### src/rtl/ps2_host_tx.sv
// PS/2 host-to-device transmitter: inhibits the bus, issues a request-to-send,
// shifts one byte out on device clock falls and collects the device ack bit.
module ps2_host_tx #(
  parameter int INHIBIT_CYCLES = 3000,
  parameter int REQ_CYCLES     = 50,
  parameter int TIMEOUT_CYCLES = 375000
) (
  input  logic       clock,
  input  logic       reset_n,
  input  logic       ps2_clk_i,
  input  logic       ps2_dat_i,
  output logic       ps2_clk_oe,
  output logic       ps2_dat_oe,
  input  logic       tx_valid,
  input  logic [7:0] tx_data,
  output logic       tx_ready,
  output logic       busy,
  output logic       done,
  output logic       ack_ok,
  output logic       error
);

  localparam int PH_MAX = (INHIBIT_CYCLES > REQ_CYCLES) ? INHIBIT_CYCLES : REQ_CYCLES;
  localparam int CNT_W  = $clog2(PH_MAX + 1);
  localparam int TO_W   = $clog2(TIMEOUT_CYCLES + 1);

  localparam logic [CNT_W-1:0] INH_LAST = CNT_W'(INHIBIT_CYCLES - 1);
  localparam logic [CNT_W-1:0] REQ_LAST = CNT_W'(REQ_CYCLES - 1);
  localparam logic [TO_W-1:0]  TO_LAST  = TO_W'(TIMEOUT_CYCLES - 1);

  typedef enum logic [2:0] {
    S_IDLE    = 3'd0,
    S_INHIBIT = 3'd1,
    S_REQ     = 3'd2,
    S_SHIFT   = 3'd3,
    S_ACK     = 3'd4,
    S_RELEASE = 3'd5
  } state_t;

  function automatic logic odd_parity(input logic [7:0] d);
    return ~^d;
  endfunction

  logic clk_s1_q, clk_sync_q, clk_prev_q, fall_q;
  logic dat_s1_q, dat_sync_q;

  state_t           state_q, state_d;
  logic [9:0]       shreg_q, shreg_d;
  logic [3:0]       bitcnt_q, bitcnt_d;
  logic [CNT_W-1:0] cnt_q, cnt_d;
  logic [TO_W-1:0]  to_cnt_q, to_cnt_d;
  logic             clk_oe_q, clk_oe_d;
  logic             dat_oe_q, dat_oe_d;
  logic             ack_bit_q, ack_bit_d;
  logic             done_q, done_d;
  logic             ack_ok_q, ack_ok_d;
  logic             error_q, error_d;
  logic             ready_q, ready_d;

  // Line synchronisers (idle-high) and registered falling-edge detect
  always_ff @(posedge clock or negedge reset_n) begin
    if (!reset_n) begin
      clk_s1_q   <= 1'b1;
      clk_sync_q <= 1'b1;
      clk_prev_q <= 1'b1;
      fall_q     <= 1'b0;
      dat_s1_q   <= 1'b1;
      dat_sync_q <= 1'b1;
    end else begin
      clk_s1_q   <= ps2_clk_i;
      clk_sync_q <= clk_s1_q;
      clk_prev_q <= clk_sync_q;
      fall_q     <= clk_prev_q & ~clk_sync_q;
      dat_s1_q   <= ps2_dat_i;
      dat_sync_q <= dat_s1_q;
    end
  end

  // Next-state and next-output logic for the transmit sequencer
  always_comb begin
    state_d   = state_q;
    shreg_d   = shreg_q;
    bitcnt_d  = bitcnt_q;
    cnt_d     = cnt_q;
    to_cnt_d  = to_cnt_q;
    clk_oe_d  = clk_oe_q;
    dat_oe_d  = dat_oe_q;
    ack_bit_d = ack_bit_q;
    done_d    = 1'b0;
    ack_ok_d  = 1'b0;
    error_d   = 1'b0;

    case (state_q)
      S_IDLE: begin
        clk_oe_d = 1'b0;
        dat_oe_d = 1'b0;
        if (tx_valid && ready_q) begin
          shreg_d  = {1'b1, odd_parity(tx_data), tx_data};
          bitcnt_d = 4'd0;
          cnt_d    = {CNT_W{1'b0}};
          clk_oe_d = 1'b1;
          state_d  = S_INHIBIT;
        end else begin
          state_d = S_IDLE;
        end
      end
      S_INHIBIT: begin
        if (cnt_q == INH_LAST) begin
          cnt_d    = {CNT_W{1'b0}};
          dat_oe_d = 1'b1;
          state_d  = S_REQ;
        end else begin
          cnt_d = cnt_q + CNT_W'(1);
        end
      end
      S_REQ: begin
        if (cnt_q == REQ_LAST) begin
          cnt_d    = {CNT_W{1'b0}};
          clk_oe_d = 1'b0;
          to_cnt_d = {TO_W{1'b0}};
          state_d  = S_SHIFT;
        end else begin
          cnt_d = cnt_q + CNT_W'(1);
        end
      end
      S_SHIFT: begin
        // Ten falls carry data LSB first, then parity, then stop
        if (fall_q) begin
          dat_oe_d = ~shreg_q[0];
          shreg_d  = {1'b0, shreg_q[9:1]};
          bitcnt_d = bitcnt_q + 4'd1;
          if (bitcnt_q == 4'd9) begin
            state_d = S_ACK;
          end else begin
            state_d = S_SHIFT;
          end
        end else begin
          state_d = S_SHIFT;
        end
      end
      S_ACK: begin
        if (fall_q) begin
          ack_bit_d = ~dat_sync_q;
          state_d   = S_RELEASE;
        end else begin
          state_d = S_ACK;
        end
      end
      S_RELEASE: begin
        if (clk_sync_q && dat_sync_q) begin
          done_d   = 1'b1;
          ack_ok_d = ack_bit_q;
          state_d  = S_IDLE;
        end else begin
          state_d = S_RELEASE;
        end
      end
      default: begin
        clk_oe_d = 1'b0;
        dat_oe_d = 1'b0;
        state_d  = S_IDLE;
      end
    endcase

    // The device-driven phase is bounded; expiry wins over a same-cycle done
    if (state_q == S_SHIFT || state_q == S_ACK || state_q == S_RELEASE) begin
      if (to_cnt_q == TO_LAST) begin
        state_d  = S_IDLE;
        clk_oe_d = 1'b0;
        dat_oe_d = 1'b0;
        error_d  = 1'b1;
        done_d   = 1'b0;
        ack_ok_d = 1'b0;
      end else begin
        to_cnt_d = to_cnt_q + TO_W'(1);
      end
    end else begin
      to_cnt_d = to_cnt_d;
    end

    ready_d = (state_d == S_IDLE);
  end

  // Sequencer state and registered outputs
  always_ff @(posedge clock or negedge reset_n) begin
    if (!reset_n) begin
      state_q   <= S_IDLE;
      shreg_q   <= 10'd0;
      bitcnt_q  <= 4'd0;
      cnt_q     <= {CNT_W{1'b0}};
      to_cnt_q  <= {TO_W{1'b0}};
      clk_oe_q  <= 1'b0;
      dat_oe_q  <= 1'b0;
      ack_bit_q <= 1'b0;
      done_q    <= 1'b0;
      ack_ok_q  <= 1'b0;
      error_q   <= 1'b0;
      ready_q   <= 1'b0;
    end else begin
      state_q   <= state_d;
      shreg_q   <= shreg_d;
      bitcnt_q  <= bitcnt_d;
      cnt_q     <= cnt_d;
      to_cnt_q  <= to_cnt_d;
      clk_oe_q  <= clk_oe_d;
      dat_oe_q  <= dat_oe_d;
      ack_bit_q <= ack_bit_d;
      done_q    <= done_d;
      ack_ok_q  <= ack_ok_d;
      error_q   <= error_d;
      ready_q   <= ready_d;
    end
  end

  assign ps2_clk_oe = clk_oe_q;
  assign ps2_dat_oe = dat_oe_q;
  assign tx_ready   = ready_q;
  assign busy       = ~ready_q;
  assign done       = done_q;
  assign ack_ok     = ack_ok_q;
  assign error      = error_q;

endmodule

### config.mk
export PLATFORM = sky130hd
export DESIGN_NAME = ps2_host_tx
export DESIGN_NICKNAME = d
export VERILOG_FILES = /design/src/rtl/ps2_host_tx.sv
export SDC_FILE = /design/constraint.sdc
export NUM_CORES = 1
export LEC_CHECK = 0
export CAP_MARGIN = 20
export CORE_MARGIN = 2
export CORE_UTILIZATION = 45
export CTS_CLUSTER_DIAMETER = 50
export DETAILED_ROUTE_END_ITERATION = 16
export HOLD_SLACK_MARGIN = 0.03
export PLACE_DENSITY = 0.66
export RECOVER_POWER = 25
export REMOVE_ABC_BUFFERS = 1
export SYNTH_ARGS = -nofsm -noshare
export SYNTH_HDL_FRONTEND = slang
export SYNTH_SLANG_ARGS = --single-unit
### constraint.sdc
create_clock -name clock -period 1.8 [get_ports clock]
set_input_delay 0.36 -clock clock [delete_from_list [all_inputs] [get_ports clock]]
set_output_delay 0.36 -clock clock [all_outputs]
set_load 0.02 [all_outputs]
Word-level counts from Yosys, hierarchy flattened --
Index checks and enable logic that the tools add are counted.
Operators by class: add/sub/neg operators 3, $mul 0, div/mod/pow operators 0, magnitude comparators 0, eq/ne operators 11, shift-type cells 0, multiplexer cells 44, bitwise logic cells 5, reductions and logical operators 14
Operators by type and width (number):
- $mux W19 | 4
- $mux W12 | 3
- $pmux W12 S3 | 1
- $mux W3 | 7
- $mux W1 | 20
- $mux W10 | 2
- $pmux W10 S2 | 1
- $add A19 B1 Y19 const B | 1
- $eq A19 B19 Y1 const B | 1
- $pmux W3 S6 | 1
- $add A12 B1 Y12 const B | 1
- $eq A12 B12 Y1 const B | 1
- $eq A12 B6 Y1 const B | 1
- $mux W4 | 2
- $pmux W4 S2 | 1
- $reduce_xnor A8 Y1 | 1
- $eq A3 B2 Y1 const B | 2
- $eq A3 B3 Y1 const B | 2
- $logic_not A3 Y1 | 2
- $pmux W1 S3 | 2
- $add A4 B1 Y4 const B | 1
- $eq A4 B4 Y1 const B | 1
- $ne A2 B2 Y1 const B | 2
- $not A1 Y1 | 4
- other kinds (10) | 13
Word-level totals: flip-flop bits (word level) 61, latch bits 0, RAM bits 0, ROM bits 0, bits of input ports 13, output and inout bits 7, word-level logic and storage cells 95, memories kept 0

Longest topological paths before layout --
depth in word-level cells 7, depth in mapped cells 9, mapped depth without buffers 7

Least setup slack after synthesis --
OpenSTA, ideal clock, no wires.
path type register to register, start register cnt_q[10], end register cnt_q[10], setup time 0.124 ns, arrival time 1.881 ns, slack -0.205 ns, cell stages (with the launch flop) 8, path buffers 2, cells stage by stage dfrtp_1 -> nand4bb_1 -> or4_4 -> o2bb2ai_1 -> buf_2 -> buf_6 -> a2bb2oi_1 -> o21ai_1
On the way: word-level cells in the longest chain between the ends 3
RTL lines:
- from (decl) | line 50 | logic [CNT_W-1:0] cnt_q, cnt_d;
- from (signal assigned) | line 190 | cnt_q <= {CNT_W{1'b0}};
- from (signal assigned) | line 203 | cnt_q <= cnt_d;
- $add A12 B1 Y12 (tied with other cells) | line 113, 123
- $mux W12, on equally long branches | line 117, 108
- $pmux W12 S3 (*) | line 93 | case (state_q)
Mark *: on every way between the ends. The rest lies on a longest branch, timed or not. A chain may end at the register's enable or synchronous reset.

Worst setup path in the final report --
start register to_cnt_q[14], end register to_cnt_q[11]
On the way: word-level cells in the longest chain between the ends 3
RTL lines:
- from (decl) | line 51 | logic [TO_W-1:0] to_cnt_q, to_cnt_d;
- from (signal assigned) | line 191 | to_cnt_q <= {TO_W{1'b0}};
- from (signal assigned) | line 204 | to_cnt_q <= to_cnt_d;
- $eq A19 B19 Y1 | line 167 | if (to_cnt_q == TO_LAST) begin
- $mux W19 | line 167
- $mux W19 | line 166 | if (state_q == S_SHIFT || state_q == S_ACK || state_q == S_RELEASE) begin
- net to_cnt_d[11] | line 51
The timed path passes the listed nets, and every way through them passes these cells.

==> flow_metrics.py <==
metrics = {
    "finish": {
        "final_layout_size_suffix_gt1_share_pct": 32.9,
        "layout_common_cells": "60 x buf_4, 55 x dfrtp_1, 28 x nand2_1",
        "finish.net_count": 436,
        "layout-area-overhead-vs-synth_pct": 39.6,
        "multi_input_gate_area_in_the_final_layout_um2": 1720,
        "register_area_um2": 1530,
        "antenna_diode_count": 0,
        "leading_cell_type_in_the_layout_fill_and_taps_excluded": "buf_4",
        "final.fill_count": 551,
    },
    "floorplanning": {
        "num_rows": 30,
        "die_area_um2": 7850,
        "die_boundary_height_um": 88.6,
        "dieWidth_um": 88.6,
        "initial_utilization_pct": 46.9,
        "core_um2": 6870,
        "boundaryPins": 20,
    },
    "power": {
        "powerDensity_nw_per_um2": 631,
        "power.ir.vdd_worst_v": 0.000449,
        "combPwrFrac_pct": 3.5,
        "share_seq_of_total_power_pct": 48.9,
        "switching_power_uw": 595,
        "power_switching_share_pct": 21.0,
        "power_report.internal_total_uw": 2240,
        "p_leak_uw": 0.00193,
        "power_frac_clock_pct": 47.6,
    },
    "grt": {
        "grt_first_pass_wirelength_um": 13100,
        "grt_antenna_before_repair": 0,
        "number_of_global_route_vias_before_repair": 2844,
        "grt_start_max_net_pins": 62,
        "grt_overflow_total": 0,
        "grt_use_total_pct": 21.7,
    },
    "sta": {
        "grt_setup_unrepaired": "true",
        "fin_worst_skew_ps": 12.0,
        "totalNegativeSetupSlack_ps": -4960,
        "final-max-slew-violation-count": 0,
        "max-slew-margin-rel_pct": 43.7,
        "finalSetupViolCount": 36,
        "finalCriticalPeriod_ps": 2060,
        "worst_slack_ps": -258,
        "fmax_ghz": 0.486,
        "hold_violations": 0,
        "period_utilisation_layout_pct": 114,
        "timing_worst_slew_pin_value_ps": 844,
        "hold_slack_ps": 357,
    },
    "outcome": {
        "failing_checks": "setup timing",
        "run_status": "finished with violations",
    },
    "logic_synthesis": {
        "synth_largest_type_area_fraction_pct": 43.5,
        "mappedNetlistArea_um2": 3220,
        "library_cell_with_the_largest_summed_area_after_synthesis": "dfrtp_1",
        "post_synth.cell_area_avg_um2": 9.76,
        "seq_area_frac_synth_pct": 47.6,
        "count_of_yosys_warnings_during_synthesis": 0,
        "synthTopCellsByArea": "dfrtp_1 44%, mux2i_1 4.7%, dfstp_2 4.1%",
        "yosysUniqueCellTypes": 62,
        "synth_ff_type": "dfrtp_1",
        "share_of_synthesized_registers_carrying_an_async_set_or_reset_pct": 100,
        "synth_enable_flop_cells": 0,
        "ys_ff_latch": 61,
        "post_synth_inst_count": 330,
    },
    "setup_path": {
        "critical_path_data_required_time_ps": 2010,
        "startpoint_kind_of_the_worst_setup_timing_path": "register",
        "critPathArrivalTime_ps": 2270,
        "critical_path_class": "reg2reg",
        "critPathCaptureType": "register",
        "worst-path-max-fanout": 5,
    },
    "clock_tree": {
        "clock_transition_at_path_regs_ps": 70,
        "clk_root_buffer_cell": "clkbuf_8",
        "clockBufferDepth": 2,
        "clk-insertion-delay-late_ps": 340,
        "clock_tree.htree_level_count": 3,
        "tritoncts_num_sinks": 61,
        "cts_tree": "built",
        "cts_buffer_count": 9,
    },
    "detailed_routing": {
        "drt_first_iter_violations": 171,
        "routed-via-count": 2849,
        "drt.antenna.violating_nets": 0,
        "drc_errors": 0,
        "route.final.wire_length_um": 7920,
        "vias_per_cell": 5.49,
        "detailedRoute.firstPassIterationCount": 4,
        "route.detailed.wl_per_inst_um": 15.3,
    },
    "placed_design": {
        "numPortBuffers": 19,
        "hpwlAfterDp_um": 5240,
        "gp_congestion": 0.821,
    },
    "run": {
        "drv_cap": 0,
    },
    "hold_path": {
        "holdCritPathClass": "reg2reg",
    },
}
sequential cells by signal, summed over array words and instances, names as in the netlist, 3 cells and up:
signal and cells:
cnt_q 12, state_q 3, shreg_q 10, to_cnt_q 19, bitcnt_q 4
cells in the mapped netlist, drive strengths merged (2+ instances only):
master    n
or4b      2
nand3    18
nor3b     2
nor4      7
clkbuf   10
or4       5
inv      14
nor2b     4
mux2i    15
dfrtp    56
a31oi     8
xor2      3
a21oi    21
xnor2    11
o41ai     2
ha        5
o22ai     3
and3      3
nor3      6
o2bb2ai   2
o21ai    14
nand2    28
o31ai     5
dfstp     5
a41oi     2
and2      6
or2       3
or3       4
nor2     28
o211ai    3
nand2b    4
nand4     9
buf       5
a22o      2
repair_timing:
| item | in CTS | in global routing |
|---|---|---|
| gates resized for setup | 24 | 28 |
| setup buffers | 2 | 3 |
| pin swaps | 6 | 11 |
| endpoints found under the setup margin | 46 | 53 |
| cloned | 2 | 3 |
| hold endpoints to repair | 15 | 0 |
| hold buffers | 1 | 0 |
cell families (layout without fill, tap and decap cells):
logic type	after synthesis	after routing	synth area share, %
DFF	61	61	47.6
xor gates and xnor gates	14	14	3.81
buffers and inverters	29	121	4.31
muxes	15	15	4.66
adders and majority gates	5	5	1.94
and+or+nand+nor	134	135	22.7
AOI/OAI and AO/OA	72	72	15.0
metal layers:
metal / up-vias / share of wire, % / wire (µm) / GRT usage (%)
met5: - / 0 / 0 / 0
met4: 0 / 1.6 / 129 / 6.89
met3: 15 / 3.8 / 297 / 5.22
met2: 67 / 50 / 3990 / 36.9
met1: 1391 / 44 / 3500 / 27.5
li1: 1376 / - / - / -
final cells by class:
class	count	area share, %
Multi-Input combinational cell	241	38.3
Clock buffer	10	3.06
Timing Repair Buffer	91	18.8
Sequential cell	61	34.1
Inverter	14	1.17
Tap cell	96	2.67
Clock inverter	6	1.92
worst paths after layout:
check | start | to | slack (ps) | depth (start not counted)
min in group asynchronous | reset_n | state_q[2] | 780 | 3
max in group asynchronous | reset_n | cnt_q[0] | 420 | 3
worst min-delay path | dat_s1_q | dat_sync_q | 360 | 0
worst min register to register | dat_s1_q | dat_sync_q | 360 | 0
worst max-delay path | to_cnt_q[14] | to_cnt_q[11] | -260 | 6
worst max register to register | to_cnt_q[14] | to_cnt_q[11] | -260 | 6
power by group through the flow:
stage          Clock (µW)  Sequential, µW  Combinational [µW]
2_1_floorplan           0            1410                37.2
3_3_place_gp            0            1410                 102
3_5_place_dp            0            1410                 105
4_1_cts              1390            1390                 107
5_1_grt              1460            1390                 110
6_report             1350            1390                99.4
metrics by stage:
step                      total power, µW  area, µm²  worst slack [ps]  instances  util, %
after global routing                 2950       4500              -303        519     65.5
final                                2840       4500              -258        519     65.5
after global placement               1510       3980              -147        493     57.9
after floorplan                      1450       3130              -436        315        -
after detailed placement             1520       3980              -255        493     57.9
after CTS                            2890       4310              -211        513     62.8
worst max-delay path: stages (launching register included):
cell,delay (ps)
dfrtp_1,380
or4b_4,540
or3_4,360
o22ai_4,290
clkbuf_16,210
or4_2,120
a21oi_2,50
(Power assumes the default switching activity.)
